--- src/rtl/branch_presolve_fw_if.sv ---
// branch_presolve_fw_if
//   Bundles the fetch-side pack input, the decode-side pack output, the
//   predictor result, the redirect port and the flush/ack controls of the
//   branch pre-decode stage.
//   slave  : view used by branch_presolve_fw (consumes io_i_*, drives io_o_*
//            and io_i_pack_ready)
//   master : view used by whoever drives the stage (fetch / PC gen / tb)
interface branch_presolve_fw_if #(
  parameter int FETCH_WIDTH = 2,
  parameter int XLEN        = 64,
  parameter int CNT_W       = 16
);
  localparam int SEL_W = $clog2(FETCH_WIDTH);

  logic                      io_i_flush;
  logic                      io_i_redirect_ack;
  logic                      io_i_pack_valid;
  logic                      io_i_pack_ready;
  logic [FETCH_WIDTH-1:0]    io_i_pack_valids;
  logic [XLEN-1:0]           io_i_pack_pc;
  logic [32*FETCH_WIDTH-1:0] io_i_pack_insts;
  logic                      io_i_bp_valid;
  logic [SEL_W-1:0]          io_i_bp_select;
  logic                      io_i_bp_taken;
  logic                      io_o_pack_valid;
  logic                      io_o_pack_ready;
  logic [FETCH_WIDTH-1:0]    io_o_pack_valids;
  logic [XLEN-1:0]           io_o_pack_pc;
  logic [32*FETCH_WIDTH-1:0] io_o_pack_insts;
  logic                      io_o_redirect_valid;
  logic [XLEN-1:0]           io_o_redirect_pc;
  logic                      io_o_redirect_taken;
  logic [CNT_W-1:0]          io_o_redirect_count;

  modport master (
    output io_i_flush, io_i_redirect_ack, io_i_pack_valid, io_i_pack_valids,
           io_i_pack_pc, io_i_pack_insts, io_i_bp_valid, io_i_bp_select,
           io_i_bp_taken, io_o_pack_ready,
    input  io_i_pack_ready, io_o_pack_valid, io_o_pack_valids, io_o_pack_pc,
           io_o_pack_insts, io_o_redirect_valid, io_o_redirect_pc,
           io_o_redirect_taken, io_o_redirect_count
  );

  modport slave (
    input  io_i_flush, io_i_redirect_ack, io_i_pack_valid, io_i_pack_valids,
           io_i_pack_pc, io_i_pack_insts, io_i_bp_valid, io_i_bp_select,
           io_i_bp_taken, io_o_pack_ready,
    output io_i_pack_ready, io_o_pack_valid, io_o_pack_valids, io_o_pack_pc,
           io_o_pack_insts, io_o_redirect_valid, io_o_redirect_pc,
           io_o_redirect_taken, io_o_redirect_count
  );
endinterface

--- src/rtl/branch_presolve_fw.sv ---
// branch_presolve_fw
//   Registered branch pre-decode stage between fetch and decode. Each fetch
//   pack is scanned lane by lane: false-taken predictions are corrected to the
//   fall-through, JAL targets are resolved early, and a one-cycle redirect is
//   issued together with the (truncated) pack. After a redirect the stage
//   swallows wrong-path packs until the PC generator acknowledges.
// Ports
//   clock    : rising-edge clock
//   reset_n  : asynchronous active-low reset
//   io       : branch_presolve_fw_if.slave (pack in/out handshake, predictor
//              result, flush, redirect ack, redirect pulse/pc/taken/count)
module branch_presolve_fw #(
  parameter int FETCH_WIDTH = 2,
  parameter int XLEN        = 64,
  parameter int CNT_W       = 16
) (
  input  logic                clock,
  input  logic                reset_n,
  branch_presolve_fw_if.slave io
);
  localparam int SEL_W = $clog2(FETCH_WIDTH);
  localparam int OFF   = $clog2(FETCH_WIDTH * 4);
  localparam int IW    = 32 * FETCH_WIDTH;

  typedef enum logic [0:0] {
    ST_RUN      = 1'b0,
    ST_WAIT_ACK = 1'b1
  } state_e;

  state_e                 state_q, state_d;
  logic                   o_valid_q, o_valid_d;
  logic [FETCH_WIDTH-1:0] o_valids_q, o_valids_d;
  logic [XLEN-1:0]        o_pc_q, o_pc_d;
  logic [IW-1:0]          o_insts_q, o_insts_d;
  logic                   rd_valid_q, rd_valid_d;
  logic [XLEN-1:0]        rd_pc_q, rd_pc_d;
  logic                   rd_taken_q, rd_taken_d;
  logic [CNT_W-1:0]       cnt_q, cnt_d;

  // Mask with lanes 0..k set: used to truncate a pack after a control transfer.
  function automatic logic [FETCH_WIDTH-1:0] lanes_upto(input logic [SEL_W-1:0] k);
    logic [FETCH_WIDTH-1:0] m;
    for (int i = 0; i < FETCH_WIDTH; i++) begin
      m[i] = (i <= int'(k));
    end
    return m;
  endfunction

  logic [XLEN-1:0]        base_pc;
  logic [XLEN-1:0]        lane_pc  [FETCH_WIDTH];
  logic [XLEN-1:0]        lane_imm [FETCH_WIDTH];
  logic [FETCH_WIDTH-1:0] lane_cf;
  logic [FETCH_WIDTH-1:0] lane_jal;

  // Lane PCs are relative to the pack-aligned base, regardless of fetch PC alignment.
  assign base_pc = {io.io_i_pack_pc[XLEN-1:OFF], {OFF{1'b0}}};

  for (genvar g = 0; g < FETCH_WIDTH; g++) begin : g_lane
    logic [6:0] opc;
    logic [2:0] f3;
    assign opc = io.io_i_pack_insts[32*g +: 7];
    assign f3  = io.io_i_pack_insts[32*g+12 +: 3];
    assign lane_pc[g] = base_pc + XLEN'(4 * g);
    // J-type immediate, sign-extended from instruction bit 31.
    assign lane_imm[g] = {{(XLEN-20){io.io_i_pack_insts[32*g+31]}},
                          io.io_i_pack_insts[32*g+12 +: 8],
                          io.io_i_pack_insts[32*g+20],
                          io.io_i_pack_insts[32*g+21 +: 10],
                          1'b0};
    assign lane_jal[g] = io.io_i_pack_valids[g] & (opc == 7'b1101111);
    // funct3 010/011 are not defined branches, so they do not count as control flow.
    assign lane_cf[g]  = io.io_i_pack_valids[g] &
                         (((opc == 7'b1100011) && (f3 != 3'b010) && (f3 != 3'b011)) ||
                          (opc == 7'b1101111) ||
                          ((opc == 7'b1100111) && (f3 == 3'b000)));
  end

  logic                   pred;
  logic [SEL_W-1:0]       sel;
  logic                   jal_found;
  logic [SEL_W-1:0]       jal_idx;
  logic                   dec_redirect;
  logic                   dec_taken;
  logic [XLEN-1:0]        dec_pc;
  logic [FETCH_WIDTH-1:0] dec_valids;

  // Redirect decision for the pack currently on the input port.
  always_comb begin
    pred         = io.io_i_bp_valid & io.io_i_bp_taken;
    sel          = io.io_i_bp_select;
    jal_found    = 1'b0;
    jal_idx      = {SEL_W{1'b0}};
    dec_redirect = 1'b0;
    dec_taken    = 1'b0;
    dec_pc       = {XLEN{1'b0}};
    dec_valids   = io.io_i_pack_valids;
    // Scan from the top so the lowest JAL lane is the one left standing.
    for (int i = FETCH_WIDTH - 1; i >= 0; i--) begin
      if (lane_jal[i]) begin
        jal_found = 1'b1;
        jal_idx   = SEL_W'(i);
      end else begin
        jal_found = jal_found;
      end
    end
    if (jal_found && (!pred || (jal_idx < sel))) begin
      dec_redirect = 1'b1;
      dec_taken    = 1'b1;
      dec_pc       = lane_pc[jal_idx] + lane_imm[jal_idx];
      dec_valids   = io.io_i_pack_valids & lanes_upto(jal_idx);
    end else if (pred && !lane_cf[sel]) begin
      dec_redirect = 1'b1;
      dec_pc       = lane_pc[sel] + XLEN'(3'd4);
      dec_valids   = io.io_i_pack_valids & lanes_upto(sel);
    end else if (pred) begin
      dec_valids   = io.io_i_pack_valids & lanes_upto(sel);
    end else begin
      dec_valids   = io.io_i_pack_valids;
    end
  end

  logic pack_ready;
  logic accept;

  // Handshake, FSM next state and output-register next values.
  always_comb begin
    state_d    = state_q;
    o_valid_d  = o_valid_q;
    o_valids_d = o_valids_q;
    o_pc_d     = o_pc_q;
    o_insts_d  = o_insts_q;
    rd_valid_d = 1'b0;
    rd_pc_d    = rd_pc_q;
    rd_taken_d = rd_taken_q;
    cnt_d      = cnt_q;
    pack_ready = 1'b0;

    if (io.io_i_flush) begin
      pack_ready = 1'b0;
    end else if (state_q == ST_RUN) begin
      pack_ready = !o_valid_q | io.io_o_pack_ready;
    end else begin
      // While waiting for the ack, wrong-path packs are drained unconditionally.
      pack_ready = 1'b1;
    end
    accept = io.io_i_pack_valid & pack_ready;

    if (io.io_i_flush) begin
      state_d   = ST_RUN;
      o_valid_d = 1'b0;
    end else begin
      case (state_q)
        ST_RUN: begin
          if (accept) begin
            o_valid_d  = 1'b1;
            o_valids_d = dec_valids;
            o_pc_d     = io.io_i_pack_pc;
            o_insts_d  = io.io_i_pack_insts;
            if (dec_redirect) begin
              rd_valid_d = 1'b1;
              rd_pc_d    = dec_pc;
              rd_taken_d = dec_taken;
              state_d    = ST_WAIT_ACK;
            end else begin
              rd_valid_d = 1'b0;
            end
          end else if (io.io_o_pack_ready) begin
            o_valid_d = 1'b0;
          end else begin
            o_valid_d = o_valid_q;
          end
        end
        ST_WAIT_ACK: begin
          if (io.io_o_pack_ready) begin
            o_valid_d = 1'b0;
          end else begin
            o_valid_d = o_valid_q;
          end
          if (io.io_i_redirect_ack) begin
            state_d = ST_RUN;
          end else begin
            state_d = ST_WAIT_ACK;
          end
        end
        default: begin
          state_d   = ST_RUN;
          o_valid_d = 1'b0;
        end
      endcase
    end

    // Count moves with the pulse; sticks at all-ones.
    if (rd_valid_d && (cnt_q != {CNT_W{1'b1}})) begin
      cnt_d = cnt_q + CNT_W'(1);
    end else begin
      cnt_d = cnt_q;
    end
  end

  // State and output registers.
  always_ff @(posedge clock or negedge reset_n) begin
    if (!reset_n) begin
      state_q    <= ST_RUN;
      o_valid_q  <= 1'b0;
      o_valids_q <= {FETCH_WIDTH{1'b0}};
      o_pc_q     <= {XLEN{1'b0}};
      o_insts_q  <= {IW{1'b0}};
      rd_valid_q <= 1'b0;
      rd_pc_q    <= {XLEN{1'b0}};
      rd_taken_q <= 1'b0;
      cnt_q      <= {CNT_W{1'b0}};
    end else begin
      state_q    <= state_d;
      o_valid_q  <= o_valid_d;
      o_valids_q <= o_valids_d;
      o_pc_q     <= o_pc_d;
      o_insts_q  <= o_insts_d;
      rd_valid_q <= rd_valid_d;
      rd_pc_q    <= rd_pc_d;
      rd_taken_q <= rd_taken_d;
      cnt_q      <= cnt_d;
    end
  end

  assign io.io_i_pack_ready     = pack_ready;
  assign io.io_o_pack_valid     = o_valid_q;
  assign io.io_o_pack_valids    = o_valids_q;
  assign io.io_o_pack_pc        = o_pc_q;
  assign io.io_o_pack_insts     = o_insts_q;
  assign io.io_o_redirect_valid = rd_valid_q;
  assign io.io_o_redirect_pc    = rd_pc_q;
  assign io.io_o_redirect_taken = rd_taken_q;
  assign io.io_o_redirect_count = cnt_q;
endmodule

--- src/flat_wrapper.sv ---
// flat-port wrapper written by rule: the top's interface ports become plain ports
module branch_presolve_fw_flat 
#(
  parameter int FETCH_WIDTH = 2,
  parameter int XLEN        = 64,
  parameter int CNT_W       = 16
)
  (clock, reset_n, io_io_i_flush, io_io_i_redirect_ack, io_io_i_pack_valid, io_io_i_pack_valids, io_io_i_pack_pc, io_io_i_pack_insts, io_io_i_bp_valid, io_io_i_bp_select, io_io_i_bp_taken, io_io_o_pack_ready, io_io_i_pack_ready, io_io_o_pack_valid, io_io_o_pack_valids, io_io_o_pack_pc, io_io_o_pack_insts, io_io_o_redirect_valid, io_io_o_redirect_pc, io_io_o_redirect_taken, io_io_o_redirect_count);
  branch_presolve_fw_if #(.FETCH_WIDTH(FETCH_WIDTH), .XLEN(XLEN), .CNT_W(CNT_W)) io_i ();
  input  logic clock;
  input  logic reset_n;
  input wire logic [$bits(io_i.io_i_flush)-1:0] io_io_i_flush;
  input wire logic [$bits(io_i.io_i_redirect_ack)-1:0] io_io_i_redirect_ack;
  input wire logic [$bits(io_i.io_i_pack_valid)-1:0] io_io_i_pack_valid;
  input wire logic [$bits(io_i.io_i_pack_valids)-1:0] io_io_i_pack_valids;
  input wire logic [$bits(io_i.io_i_pack_pc)-1:0] io_io_i_pack_pc;
  input wire logic [$bits(io_i.io_i_pack_insts)-1:0] io_io_i_pack_insts;
  input wire logic [$bits(io_i.io_i_bp_valid)-1:0] io_io_i_bp_valid;
  input wire logic [$bits(io_i.io_i_bp_select)-1:0] io_io_i_bp_select;
  input wire logic [$bits(io_i.io_i_bp_taken)-1:0] io_io_i_bp_taken;
  input wire logic [$bits(io_i.io_o_pack_ready)-1:0] io_io_o_pack_ready;
  output wire logic [$bits(io_i.io_i_pack_ready)-1:0] io_io_i_pack_ready;
  output wire logic [$bits(io_i.io_o_pack_valid)-1:0] io_io_o_pack_valid;
  output wire logic [$bits(io_i.io_o_pack_valids)-1:0] io_io_o_pack_valids;
  output wire logic [$bits(io_i.io_o_pack_pc)-1:0] io_io_o_pack_pc;
  output wire logic [$bits(io_i.io_o_pack_insts)-1:0] io_io_o_pack_insts;
  output wire logic [$bits(io_i.io_o_redirect_valid)-1:0] io_io_o_redirect_valid;
  output wire logic [$bits(io_i.io_o_redirect_pc)-1:0] io_io_o_redirect_pc;
  output wire logic [$bits(io_i.io_o_redirect_taken)-1:0] io_io_o_redirect_taken;
  output wire logic [$bits(io_i.io_o_redirect_count)-1:0] io_io_o_redirect_count;
  assign io_i.io_i_flush = io_io_i_flush;
  assign io_i.io_i_redirect_ack = io_io_i_redirect_ack;
  assign io_i.io_i_pack_valid = io_io_i_pack_valid;
  assign io_i.io_i_pack_valids = io_io_i_pack_valids;
  assign io_i.io_i_pack_pc = io_io_i_pack_pc;
  assign io_i.io_i_pack_insts = io_io_i_pack_insts;
  assign io_i.io_i_bp_valid = io_io_i_bp_valid;
  assign io_i.io_i_bp_select = io_io_i_bp_select;
  assign io_i.io_i_bp_taken = io_io_i_bp_taken;
  assign io_i.io_o_pack_ready = io_io_o_pack_ready;
  assign io_io_i_pack_ready = io_i.io_i_pack_ready;
  assign io_io_o_pack_valid = io_i.io_o_pack_valid;
  assign io_io_o_pack_valids = io_i.io_o_pack_valids;
  assign io_io_o_pack_pc = io_i.io_o_pack_pc;
  assign io_io_o_pack_insts = io_i.io_o_pack_insts;
  assign io_io_o_redirect_valid = io_i.io_o_redirect_valid;
  assign io_io_o_redirect_pc = io_i.io_o_redirect_pc;
  assign io_io_o_redirect_taken = io_i.io_o_redirect_taken;
  assign io_io_o_redirect_count = io_i.io_o_redirect_count;
  branch_presolve_fw #(.FETCH_WIDTH(FETCH_WIDTH), .XLEN(XLEN), .CNT_W(CNT_W)) u_core (.clock(clock), .reset_n(reset_n), .io(io_i));
endmodule
--- config.mk ---
export PLATFORM = sky130hd
export DESIGN_NAME = branch_presolve_fw_flat
export DESIGN_NICKNAME = d
export VERILOG_FILES = /design/src/rtl/branch_presolve_fw_if.sv /design/src/rtl/branch_presolve_fw.sv /design/src/flat_wrapper.sv
export SDC_FILE = /design/constraint.sdc
export NUM_CORES = 1
export LEC_CHECK = 0
export ABC_CLOCK_PERIOD_IN_PS = 2800
export BUFFER_PORTS_ARGS = -buffer_cell sky130_fd_sc_hd__buf_4
export CORE_ASPECT_RATIO = 0.6
export CORE_MARGIN = 5
export CORE_UTILIZATION = 50
export CTS_CLUSTER_SIZE = 25
export DETAILED_ROUTE_END_ITERATION = 8
export PLACE_DENSITY = 0.74
export RECOVER_POWER = 25
export SETUP_SLACK_MARGIN = 0.15
export SLEW_MARGIN = 10
export SYNTH_ARGS = -nofsm -noshare
export SYNTH_HDL_FRONTEND = slang
export SYNTH_SLANG_ARGS = --single-unit
--- constraint.sdc ---
create_clock -name clock -period 2.8 [get_ports clock]
set_input_delay 0.56 -clock clock [delete_from_list [all_inputs] [get_ports clock]]
set_output_delay 0.56 -clock clock [all_outputs]
set_load 0.02 [all_outputs]
Word-level counts from Yosys, hierarchy flattened:

Cells that the tools add are included.

* register bits after elaboration: 214
* input port bits: 139
* output and inout port bits: 214
* word-level logic and storage cells: 99

* add/sub/neg operators: 4
* order comparisons: 6
* eq/ne operators: 11
* mux-type cells: 35
* bitwise gates (word level): 13
* reduce and logical (&&, ||, !) cells: 21

Operators with widths (count)
* $mux 64: 11
* $add 64x3->64 const B: 2
* $add 64x64->64: 1
* $eq 7x7->1 const B: 6
* $mux 1: 19
* $add 16x1->16 const B: 1
* $ne 16x16->1 const B: 1
* $ne 3x2->1 const B: 4
* $logic_and 1x1->1: 9
* $and 1x1->1: 6
* $logic_not 3->1: 2
* $mux 2: 3
* $logic_or 1x1->1: 5
* $and 2x2->2: 2
* $ge 2x2->1 const B: 2
* $not 1->2: 2
* $pmux 1 s2: 2
* $reduce_and 4->1: 1
* $logic_not 1->1: 3
* $reduce_and 3->1: 1
* $le 1x1->1 const A: 2
* $lt 1x2->1 const B: 1
* $not 1->1: 2
* $lt 1x1->1: 1
* $or 1x1->1: 1

Logic depth before layout (Yosys ltp):

Gate-level depths: netlist of run 1.

* depth in word-level cells: 17
* mapped depth: 20
* gate-level depth less buffers: 18

Least setup slack after synthesis of run 1:

No wires, ideal clock.

* kind: input-to-reg
* start: input port io_io_i_pack_insts[4]
* end: register u_core.rd_pc_q[63], in the netlist u_core.io.io_o_redirect_pc[63]
* setup time: 0.136 ns
* arrival time: 4.666 ns
* required time: 2.664 ns
* slack: -2.003 ns
* stages on the path: 19
* path buffers: 2
* path through: and4b_1 -> nand4_1 -> nand2_1 -> inv_1 -> clkbuf_1 -> nand2_1 -> nand2_1 -> ha_1 -> buf_2 -> a21oi_1 -> o211ai_1 -> a221oi_1 -> or3_1 -> a2111oi_0 -> a21boi_1 -> o21ai_1 -> a41oi_1 -> xnor2_1 -> a21oi_1

* longest elaborated chain between the ends: 13
* elaborated cells between the ends (all ways): 32
* classes of those cells: 1 x add/sub; 1 x order compare; 3 x eq/ne; 14 x mux; 3 x bitwise; 10 x reduce/logical

RTL lines
* from (decl): RTL line flat_wrapper.sv:17 `input wire logic [$bits(io_i.io_i_pack_insts)-1:0] io_io_i_pack_insts;`
* branches (longest 13 deep; another with $add 64x64->64)
* to (signal assigned): RTL line branch_presolve_fw.sv:209 `rd_pc_q <= {XLEN{1'b0}};`
* to (signal assigned): RTL line branch_presolve_fw.sv:219 `rd_pc_q <= rd_pc_d;`
* to (decl): RTL line branch_presolve_fw.sv:36 `logic [XLEN-1:0] rd_pc_q, rd_pc_d;`

Parallel ways; which one is timed is not known. The select of a mux whose other input is x is not followed.
A chain may end at the register's enable or synchronous reset.

Worst setup path in the final report of run 1:

Ends and elaborated chain as after synthesis.

==> summary.txt, run 1 <==
Setup CP Type -> in -> reg
Core region area -> 0.0275 mm²
Combinational family with the most area after synthesis -> simple AND/OR/NAND/NOR gates
Vias per inst -> 5.84
Worst skew pair latency -> 0.54 ns
Post-synthesis compound-gate area fraction -> 16.9%
DRC viols -> 0
EDFF count, synth -> 0
Unrepaired setup endpoints after global routing -> yes
DRT Wirelength -> 61.8 mm
Pin count of the biggest net entering global routing -> 90
# rows -> 47
ANT cells -> 0
Initial antenna violation count -> 0
Pwr/cell area -> 528 mW/mm²
GRT Util Overall -> 37.3%
Critical Path Fanout Max -> 6
Mapped Nets -> 1957
Die width -> 225 µm
Clock Path Buffers -> 3
Setup ws final -> -0.812 ns
Failing checks -> max-capacitance violations, max-slew violations, negative setup slack
Fin. max-slew vios -> 61
Flop-to-flop setup slack -> 0.41 ns
CTS tree -> done
Cell Int Power -> 7.32 mW
Max_slew headroom -> -9.15%
Reg-to-reg endpoint -> u_core.io.io_o_redirect_pc[56]
Clock Tree Root -> clkbuf_16
Hold Crit Class -> in -> reg
Synthesized instance count -> 1749
Worst Path Required -> 3.22 ns
Clk pwr share -> 25.0%
RePlAce Congestion -> 0.988
Setup tns final -> -29.29 ns
HP Start -> io_io_i_pack_insts[4]
Post-DP HPWL -> 46.2 mm
Total CTS buffers -> 22
Period utilization -> 129%
Synth unique cells -> 78
Reg2reg start -> u_core.state_q
Net Sw Power -> 4.37 mW
Crit path time final -> 3.61 ns
Die Y -> 139 µm
Slowest cell on the critical path -> or3_4
Commonest non-fill, non-tap cell in the layout -> buf_4
First-pass DRT Iterations -> 6
Hold path depth -> 3
Crit-path cells -> buf_6, and4b_1, nand4_1, nand2_4, inv_6, nand2_8, nand2_8, buf_6, ha_4, nand4_1, o211ai_1, a221oi_2, or3_4, a2111oi_4, a21boi_2, o21ai_2, a41oi_2, xnor2_1, a21oi_1
CP top delay family -> simple AND/OR/NAND/NOR gates
Via count -> 16553
DRT antenna net count -> 0
WHS Endpoint -> u_core.io.io_o_pack_insts[4]
Post-synthesis simple-gate area fraction -> 26.7%
Critical path capture point type -> flip-flop
Synthesized-area fraction occupied by adder cells -> 6.28%
Switching share of power -> 37.4%
Post-synth top flop -> dfrtp_1
# nets final -> 2658
Grt ovf -> 0
Full die area -> 0.0313 mm²
Post-synthesis sequential area ratio -> 38.5%
Fmax -> 277 MHz
Slew @ Worst Pin -> 1.64 ns
CP arrival -> 4.03 ns
VDD IR max -> 539 µV
#FFs+latches synth -> 213
Area Growth Syn to Fin -> 59.8%
Max incr delay on CP -> 0.38 ns
Clock Skews -> 0.0208 ns
Initial Util -> 50.5%
# clock sinks -> 213
Drt wl/cell -> 21.8 µm
Worst-path clk slew -> 0.06 ns
Top Ports -> 353
Vias in the first global route -> 15996
PortBufs -> 351
Async SR Flop Fraction -> 100%
Most frequent cells in the layout -> 727 x buf_4, 516 x nand2_1, 213 x dfrtp_1
Placed cell areas -> 0.0198 mm²
Final hold viol count -> 0
Layout cells sized above 1 -> 42.2%
Synth Cell Area -> 0.0139 mm²
Status -> finished, violations left
Reg2reg path depth -> 7
Max_cap viols -> 1
Final Cell Area -> 0.0222 mm²
Flop pwr share -> 33.6%
Setup Viol. Count Final -> 54
Yosys warns -> 0
First-pass GRT wire length -> 92.2 mm
LEAKAGE -> 10.8 nW
H-tree depth -> 1
Violation count after the first detailed-route iteration -> 2109
Setup crit start kind -> input port
Crit path buf inv count -> 3
Proportion of synthesized area in mux cells -> 0.307%
Combinational share of power -> 41.4%
Post-synthesis xor/xnor area fraction -> 7.84%
Avg Cell Area, Syn -> 7.92 µm²
-- per-layer routing --
| layer | GRT usage [%] | part of all wire [%] |
|---|---|---|
| met1 | 55.2 | 43 |
| met2 | 52.4 | 42 |
| met3 | 12.6 | 12 |
| met4 | 8.87 | 3.0 |
| met5 | 2.00 | 0.15 |
-- kinds of logic (layout without fill, tap and decap cells) --
group                      count (synthesis)  count (layout)
AOI/OAI and AO/OA                        359             359
buffers and inverters                    122             837
adders and majority gates                 69              69
muxes                                      4               4
and+or+nand+nor                          857             859
DFF                                      213             213
xor gates and xnor gates                 124             124
other                                      1               1
-- tightest hold or removal path: cells and delay by family --
| family | cells | cell delay (ns) |
|---|---|---|
| simple gates | 2 | 0.09 |
| buf+inv | 1 | 0.07 |
-- cell usage after synthesis, types with 9 or more instances --
cell / instances / area (µm²)
nand3_1: 53 / 265
inv_1: 34 / 128
dfrtp_1: 213 / 5330
o21a_1: 12 / 90.1
a221oi_1: 23 / 201
o211ai_1: 10 / 75.1
a21oi_1: 98 / 490
o21ai_0: 85 / 425
and3_1: 17 / 106
nand4_1: 43 / 269
nand2b_1: 9 / 56.3
ha_1: 68 / 851
xor2_1: 40 / 350
a22oi_1: 10 / 75.1
nand2_1: 545 / 2050
a31oi_1: 9 / 56.3
o21bai_1: 14 / 105
buf_2: 16 / 80.1
clkbuf_1: 63 / 236
xnor2_1: 84 / 736
nor2_1: 116 / 435
nor3_1: 21 / 105
a21o_1: 19 / 143
a211oi_1: 13 / 97.6
-- state kept, by name (all words and copies together) (netlist names) --
signal and count:
u_core.io.io_o_pack_valid 1, u_core.state_q 1, u_core.io.io_o_redirect_valid 1, u_core.io.io_o_pack_valids 2, u_core.io.io_o_pack_pc 64, u_core.io.io_o_redirect_count 16
u_core.io.io_o_redirect_taken 1, u_core.io.io_o_pack_insts 64, u_core.io.io_o_redirect_pc 63
-- through the flow --
stage               hold WS (ns)  power, mW  util, %  worst slack [ns]  instances
floorplan                  0.264       5.98        -            -0.997       1749
global placement           0.459       8.18     72.2             -1.50       2759
detailed placement         0.463       8.27     72.2             -1.65       2759
CTS                        0.193       11.5     79.0            -0.656       2825
global route               0.211       12.2     80.7            -0.949       2833
finish                     0.205       11.7     80.7            -0.812       2833
-- power groups by stage --
stage / Combinational, mW / Sequential [mW] / Clock (mW)
final: 4.83 / 3.93 / 2.92
after global routing: 5.11 / 3.99 / 3.09
after CTS: 4.60 / 3.92 / 2.94
after detailed placement: 4.31 / 3.96 / 0
after global placement: 4.23 / 3.95 / 0
after floorplan: 1.42 / 4.56 / 0
-- cell type report --
type	count	area [µm²]
Sequential cell	213	5330
Timing Repair Buffer	762	5910
Inverter	35	136
Clock buffer	33	643
Multi-Input combinational cell	1416	9630
Fill cell	1809	5310
Tap cell	367	459
Clock inverter	7	46.3
-- worst max path at each step --
stage	slack [ns]	start	endpoint	cells past startpoint
2_1_floorplan	-1.0	io_io_i_pack_insts[4]	u_core.io.io_o_redirect_pc[52]	18
3_3_place_gp	-1.50	io_io_i_pack_insts[36]	u_core.io.io_o_redirect_pc[63]	18
3_5_place_dp	-1.65	io_io_i_pack_insts[36]	u_core.io.io_o_redirect_pc[63]	18
4_1_cts	-0.66	io_io_i_pack_insts[36]	u_core.io.io_o_redirect_pc[52]	17
5_1_grt	-0.95	io_io_i_pack_insts[36]	u_core.io.io_o_redirect_pc[63]	18
6_report	-0.81	io_io_i_pack_insts[4]	u_core.io.io_o_redirect_pc[63]	19
-- repair_timing --
item	CTS	global route
cloned	2	0
endpoints found under the setup margin	57	57
resized for setup	200	91
endpoints found under the hold margin	55	0
pin swaps	40	33
setup buffers	23	8
hold buffers	1	0
Power figures use the tool's default switching activity.
==> run 2, diff against run 1 <==
- CTS_BUF_LIST: unset -> sky130_fd_sc_hd__clkbuf_4
==> run 2 against run 1 <==
Fmax up 2.9%. Combinational power increased by 2%. Hold slack got worse by 0.17 ns. Clock power down 9.9%. The flow still finishes with violations (max-capacitance violations, max-slew violations, negative setup slack).
==> summary.txt, run 2 (synthesized netlist as in run 1, its figures left out) <==
Setup tns final -> -22.76 ns (+6.52 ns)
# rows -> 47 (unchanged)
RePlAce Congestion -> 0.988 (unchanged)
Worst Path Required -> 3.46 ns (+0.24 ns)
Setup ws final -> -0.710 ns (+0.101 ns)
Worst-path clk slew -> 0.07 ns (about the same)
CTS tree -> done
Fmax -> 285 MHz (+2.9%)
Grt ovf -> 0 (unchanged)
Power, Total -> 11.5 mW (-1.8%)
Critical Path Fanout Max -> 6 (unchanged)
First-pass GRT wire length -> 94.4 mm (+2.4%)
Initial Util -> 50.5% (unchanged)
Via count -> 17094 (+3.3%)
Setup Viol. Count Final -> 50 (-7.4%)
Clock Tree Root -> clkbuf_4
Total CTS buffers -> 52 (+140%)
Layout cells sized above 1 -> 44.3% (+2.1 points)
Slew @ Worst Pin -> 1.64 ns (+0.00243 ns)
Hold Crit Class -> in -> reg
Final Util -> 81.7% (+1.0 points)
ANT cells -> 0 (unchanged)
Full die area -> 0.0313 mm² (unchanged)
Vias per inst -> 5.90 (+0.95%)
Status -> finished, violations left
Final hold viol count -> 0 (unchanged)
Crit path time final -> 3.51 ns (-0.101 ns)
Setup crit start kind -> input port
Most frequent cells in the layout -> 731 x buf_4, 510 x nand2_1, 213 x dfrtp_1
Critical path capture point type -> flip-flop
LEAKAGE -> 10.9 nW (+0.94%)
Clock Skews -> 0.0234 ns (+0.00258 ns)
Die width -> 225 µm (unchanged)
Area Growth Syn to Fin -> 61.9%
Commonest non-fill, non-tap cell in the layout -> buf_4
Setup CP Type -> in -> reg
Worst hold slack -> 0.0300 ns (-0.175 ns)
Period utilization -> 125% (-3.6 points)
PortBufs -> 351 (unchanged)
Placed insts -> 2759 (unchanged)
Pwr/cell area -> 511 mW/mm² (-3.1%)
# clock sinks -> 213 (unchanged)
Fin. max-slew vios -> 61 (unchanged)
VDD IR max -> 435 µV (-19%)
First-pass DRT Iterations -> 5 (-1)
H-tree depth -> 2 (+1)
Clock Path Buffers -> 3 (unchanged)
DRC viols -> 0 (unchanged)
DRT antenna net count -> 0 (unchanged)
Pin count of the biggest net entering global routing -> 90 (unchanged)
Max_slew headroom -> -9.31% (-0.16 points)
Max_cap viols -> 1 (unchanged)
Vias in the first global route -> 16452 (+2.9%)
GRT Util Overall -> 38.0% (+0.75 points)
Placed cell areas -> 0.0198 mm² (unchanged)
Fin cells -> 2898 (+2.3%)
Drt wl/cell -> 22.1 µm (+1.5%)
Pre-CTS setup slack -> -1.65 ns (unchanged)
Post-DP HPWL -> 46.2 mm (unchanged)
Violation count after the first detailed-route iteration -> 2107 (-0.095%)
Top Ports -> 353 (unchanged)
DRT Wirelength -> 64.2 mm (+3.8%)
Unrepaired setup endpoints after global routing -> yes
Failing checks -> max-capacitance violations, max-slew violations, negative setup slack
Filler instances -> 1761 (-2.7%)
# nets final -> 2701 (+1.6%)
Die Y -> 139 µm (unchanged)
Worst skew pair latency -> 0.74 ns (+0.20 ns)
Final Cell Area -> 0.0224 mm² (+1.3%)
CP arrival -> 4.17 ns (+0.14 ns)
Initial antenna violation count -> 0 (unchanged)
Core region area -> 0.0275 mm² (unchanged)
run 2: cell type report:
cell class                 instances  area [µm²]  area share [%]
inverter                          35         136           0.608
clock buffer                      74         556            2.48
tap                              367         459            2.05
sequential                       213        5330            23.7
multi-input combinational       1417        9850            43.9
timing repair buffer             774        6030            26.8
clock inverter                    18        82.6           0.368
run 2: worst paths after layout:
path | from | endpoint | slack [ns] | depth (start not counted)
min in group asynchronous | reset_n | u_core.io.io_o_pack_insts[8] | 0.78 | 2
hold reg to reg | u_core.io.io_o_pack_pc[60] | u_core.io.io_o_pack_pc[60] | 0.48 | 2
hold / removal | io_io_i_pack_insts[4] | u_core.io.io_o_pack_insts[4] | 0.03 | 3
setup reg to reg | u_core.state_q | u_core.io.io_o_redirect_pc[56] | 0.36 | 7
max in group asynchronous | reset_n | u_core.io.io_o_pack_pc[31] | 0.31 | 3
setup / recovery | io_io_i_pack_insts[4] | u_core.io.io_o_redirect_pc[52] | -0.71 | 18
run 2: per-layer routing:
metal / share of wire, % / up-vias / GRT usage [%] / routed length [µm]
met5: 0 / - / 0 / 0
met4: 3.6 / 0 / 9.64 / 2290
met3: 13 / 216 / 11.8 / 8030
met2: 41 / 1040 / 53.8 / 26600
met1: 42 / 8274 / 56.5 / 27200
li1: - / 7564 / - / -
run 2: what timing repair did:
action | CTS | global route
setup buffers | 27 | 16
hold buffers | 1 | 0
gates cloned | 3 | 0
endpoints found under the hold margin | 56 | 0
pin swaps | 55 | 67
resized for setup | 222 | 104
setup endpoints to repair | 54 | 54
run 2: power breakdown:
| part | leakage, nW | internal, mW | switching, mW |
|---|---|---|---|
| Sequential | 2.67 | 3.59 | 0.341 |
| Combinational | 7.87 | 2.17 | 2.75 |
| Clock | 0.382 | 1.22 | 1.41 |
| Total | 10.9 | 6.98 | 4.50 |
run 2: critical path: stages:
cell and delay, ns:
buf_6 0.09, and4b_1 0.28, nand4_1 0.20, nand2_4 0.21, inv_6 0.07, nand2_8 0.12
buf_12 0.14, nand2_8 0.10, ha_4 0.34, buf_4 0.14, nand2_2 0.09, or3_4 0.40
a211oi_4 0.33, o21ai_4 0.16, a21oi_4 0.23, nor2b_4 0.08, or4_1 0.46, a31oi_1 0.13
